### config.mk
export PLATFORM = sky130hd
export DESIGN_NAME = fft_sample_buffer
export DESIGN_NICKNAME = d
export VERILOG_FILES = /design/src/rtl/fft_sample_buffer.sv
export SDC_FILE = /design/constraint.sdc
export NUM_CORES = 2
export LEC_CHECK = 0
export CAP_MARGIN = 30
export CORE_MARGIN = 2
export CORE_UTILIZATION = 25
export CTS_CLUSTER_SIZE = 24
export DETAILED_ROUTE_END_ITERATION = 16
export HOLD_SLACK_MARGIN = 0.05
export PLACE_DENSITY_LB_ADDON = 0.1
export SLEW_MARGIN = 20
export SYNTH_ARGS = -nofsm -noshare
export SYNTH_HDL_FRONTEND = slang
export SYNTH_SLANG_ARGS = --single-unit
export TNS_END_PERCENT = 20
### constraint.sdc
create_clock -name clk -period 46.7 [get_ports clk]
set_input_delay 9.34 -clock clk [delete_from_list [all_inputs] [get_ports clk]]
set_output_delay 9.34 -clock clk [all_outputs]
set_load 0.02 [all_outputs]
### src/rtl/fft_sample_buffer.sv
// Single-frame complex sample buffer: fill in arrival order, then drain.
// Define FFT_SAMPLE_BUFFER_BITREV_EN to drain in bit-reversed address order.
module fft_sample_buffer #(
   parameter int BITS   = 16,
   parameter int ADDR_W = 5
) (
   input  logic              clk,
   input  logic              reset,
   input  logic              flush,
   input  logic              in_valid,
   output logic              in_ready,
   input  logic [2*BITS-1:0] in_data,
   output logic              out_valid,
   input  logic              out_ready,
   output logic [2*BITS-1:0] out_data,
   output logic [ADDR_W-1:0] out_index,
   output logic              out_last,
   output logic              full
);

   localparam int DEPTH = 1 << ADDR_W;
   localparam int W     = 2 * BITS;
   localparam logic [ADDR_W-1:0] LAST = ADDR_W'(DEPTH - 1);

   typedef enum logic {
      FILL,
      DRAIN
   } state_t;

   state_t            state;
   state_t            state_nxt;
   logic [W-1:0]      mem [DEPTH];
   logic [ADDR_W-1:0] wr_ptr;
   logic [ADDR_W-1:0] rd_ptr;
   logic [ADDR_W-1:0] rd_addr;
   logic              wr_en;
   logic              rd_en;

`ifdef FFT_SAMPLE_BUFFER_BITREV_EN
   for (genvar g = 0; g < ADDR_W; g++) begin : g_rev
      assign rd_addr[g] = rd_ptr[ADDR_W-1-g];
   end
`else
   assign rd_addr = rd_ptr;
`endif

   always_comb begin
      state_nxt = state;
      in_ready  = 1'b0;
      out_valid = 1'b0;
      full      = 1'b0;
      unique case (state)
         FILL: begin
            in_ready = 1'b1;
            if (in_valid && wr_ptr == LAST)
               state_nxt = DRAIN;
         end
         DRAIN: begin
            out_valid = 1'b1;
            full      = 1'b1;
            if (out_ready && rd_ptr == LAST)
               state_nxt = FILL;
         end
         default: state_nxt = FILL;
      endcase
      // flush overrides any handshake in the same cycle
      if (flush)
         state_nxt = FILL;
   end

   assign wr_en     = in_valid & in_ready & ~flush;
   assign rd_en     = out_valid & out_ready & ~flush;
   assign out_index = rd_ptr;
   assign out_last  = full & (rd_ptr == LAST);
   assign out_data  = full ? mem[rd_addr] : '0;

   always_ff @(posedge clk or posedge reset) begin
      if (reset) begin
         state  <= FILL;
         wr_ptr <= '0;
         rd_ptr <= '0;
         for (int i = 0; i < DEPTH; i++)
            mem[i] <= '0;
      end else begin
         state <= state_nxt;
         if (flush) begin
            wr_ptr <= '0;
            rd_ptr <= '0;
         end else begin
            if (wr_en) begin
               mem[wr_ptr] <= in_data;
               wr_ptr      <= wr_ptr + 1'b1;
            end
            if (rd_en)
               rd_ptr <= rd_ptr + 1'b1;
         end
      end
   end

endmodule

==> impl_results.md <==
* Async S/R FF share, synth at 1.000
* Slowest CP cell: buf_4
* Row cnt at 159
* Fin crit period at 14860 ps
* Setup Viol. Count Final at 0
* Clk pwr share at 0.482
* Leak at 24.77 nW
* Nets at 3154
* DRT iter0 DRCs at 1565
* Critical path startpoint: out_index[1]
* Final setup margin at 31840 ps
* TritonCTS Sinks at 1035
* Core area at 187800 um^2
* Number of global-route vias before repair at 30790
* Combinational Power Share at 0.055
* Syn_area_per_cell at 15.18 um^2
* DR DRC count at 6
* Main synth FF type: dfrtp_1
* Dpl ws at 31340 ps
* Count of different cell masters after synthesis at 39
* Die Y at 438.6 um
* Non-Filler Instances at 5709
* Share of layout cells above drive strength 1 at 0.4707
* Final Hold Viols at 0
* Crit-path cells: buf_4 > nand3_4 > buf_4 > o22ai_1 > a211oi_1 > a221oi_1 > clkdlybuf4s50_1
* Required time of the worst setup path at 37360 ps
* Achievable Freq at 67.28 MHz
* Reg clk slew, reported paths at 60 ps
* Area leader, netlist: dfrtp_1
* Die area at 192400 um^2
* Failing checks: DRC
* CTS tree: yes
* Final TNS setup at 0 ps
* Hpwl dp at 90250 um
* DR top layer: met5
* WHS at 482.9 ps
* Post-CTS Setup Inserts at 0
* R2R cell count at 5
* CTS Hold Bufs at 0
* Number of H-tree levels at 4
* Hold path startpoint: mem[50]
* Mapped Nets at 3154
* Drt wl/cell at 27.19 um
* Total Routing Usage GR at 0.1630
* I/O Buffers at 77
* Cells after DPL at 5468
* Number of enable flip-flop cells after synthesis at 0
* Status: finished with violations
* Remaining Overflow, GRT at 0
* Reg2reg end: mem[550]
* Vias at 27600
* Switching power total at 0.4774 mW
* Num ports at 78
* First-pass GRT wire length at 227000 um
* Net Sw Frac at 0.2328
* Flop2flop setup slack at 43220 ps
* Metal3 WL at 5064 um
* Internal power at 1.574 mW
* Die width at 438.6 um
* Sequential-to-total area share from yosys stat at 0.5485
* RSZ-0062 raised after global routing: false
* Cts bufs inserted at 131
* Flops & latches, synth at 1035
* Largest net degree at the start of global routing at 164
* Crit share post-route at 0.3183
* Critical path's largest stage delay at 810 ps
* Initial antenna violation count at 13
* Pre-antenna DRT Iters at 11
* Worst Setup End Kind: output port
* Vias per std cell at 4.834
* Sequential share of power at 0.463
* Slew HR at 0.3170
* Clock latency on the worst-skew pair at 760 ps
* Yosys top cell area share at 0.5485
* CP Max Fanout at 44
* Critical Path Start Type: flop
* CP most frequent cell: buf_4
* Slew at the pin closest to its max-slew limit at 1024 ps
* Routed metal-1 wirelength at 68560 um
* VDD IR max at 0.02560 mV
* Clk buf depth at 3
* Mapped cell area at 47220 um^2
* Skew final at 28.62 ps
* Final Max Slew Viols at 0
* Layout overhead on the synthesized area at 16.65%
* Post_cts resized at 0
* Initial Util at 0.2515
* Mapped Cells at 3110
* Hold WC Path Type: reg2reg
* Worst Setup EP: out_data[26]
* Clock root cell: clkbuf_16
* Largest cells by area after synthesis: dfrtp_1, mux2_2, mux4_2
* Crit path arrival time at 5520 ps
* Antenna Violating Nets Remaining at 0
* Setup CP Type: reg2out
* Yosys warning count at 0
* R2R Path Start: state
* WL met2 at 76660 um
* GP Congestion at 0.6985
* Routed WL at 155200 um
* PwrDens at 37.24 nW/um^2
* Max cap viols at 0
-- area by class of cell --
class / instances / area [um^2]
clock inverter: 33 / 357.8
sequential: 1035 / 25920
fill: 18730 / 132700
multi-input combinational: 1762 / 19940
inverter: 6 / 30.03
clock buffer: 200 / 3822
tap: 2495 / 3122
antenna: 4 / 10.01
timing repair buffer: 174 / 1887
-- cells in the mapped netlist (all sizes together) (2+ instances only) --
cell	number
a211oi	32
a21oi	36
a221oi	62
and2	5
and3	2
buf	160
clkbuf	147
dfrtp	1035
ha	7
inv	5
mux2	1056
mux2i	190
mux4	161
nand2	61
nand3	3
nand3b	6
nand4	2
nor2	25
nor2b	2
nor3b	5
o21ai	31
o221ai	32
o22ai	32
xnor2	3
xor2	3
-- power groups by stage --
stage          Sequential (mW)  Combinational [mW]  Clock (mW)
2_1_floorplan            0.962              0.0790           0
3_3_place_gp             0.962               0.108           0
3_5_place_dp             0.966               0.115           0
4_1_cts                  0.949               0.115        1.03
5_1_grt                  0.954               0.124        1.07
6_report                 0.950               0.113       0.989
-- state kept, by name, summed over array words and instances, names as in the netlist --
name	count
mem	1024
out_index	5
wr_ptr	5
state	1
-- cell usage in the layout (no fill, tap or decap), drive strengths merged, types with 31 or more instances in the layout --
| cell | instances |
|---|---|
| a221oi | 62 |
| a21oi | 36 |
| mux2i | 190 |
| mux4 | 161 |
| nand2 | 61 |
| a211oi | 32 |
| buf | 106 |
| o22ai | 32 |
| o21ai | 31 |
| dfrtp | 1035 |
| o221ai | 32 |
| clkbuf | 200 |
| mux2 | 1056 |
| clkdlybuf4s50 | 68 |
-- worst min path at each step --
stage                          end  depth (start not counted)  slack [ps]
after global routing      mem[633]                          1         500
after floorplan           mem[547]                          1         460
after detailed placement  mem[637]                          1         470
after global placement    mem[637]                          1         470
after CTS                 mem[637]                          1         490
final                      mem[50]                          1         480
-- cell families (layout without fill, tap and decap cells) --
group                    after synthesis  in the layout  synth area share
other                                  0              4                 0
buffers and inverters                313            413           0.03357
multiplexers                        1407           1407            0.3689
AO/OA/AOI/OAI                        229            229           0.03468
flip-flops                          1035           1035            0.5485
AND/OR/NAND/NOR                      113            113           0.01145
XOR/XNOR                               6              6          0.001113
adder cells (fa/ha/maj)                7              7          0.001855
-- layer usage --
layer	vias to the layer above	track usage
met5	-	0
met4	4	0.05543
met3	226	0.02462
met2	462	0.2774
met1	15300	0.2108
li1	11610	-
-- per-stage QoR --
step,power (mW),cell area (um^2),util
detailed placement,1.080,50810,0.2706
global placement,1.070,50300,0.2678
finish,2.051,55090,0.2933
CTS,2.092,54990,0.2928
global route,2.145,55080,0.2933
floorplan,1.041,47220,-
-- worst max-delay path: cells and delay by family (launching register included) --
kind,cells,cell delay [ps]
DFF,1,800
buffers and inverters,3,2170
AOI/OAI and AO/OA,3,990
and+or+nand+nor,1,700
No activity file was read; power rests on OpenSTA's default activity.
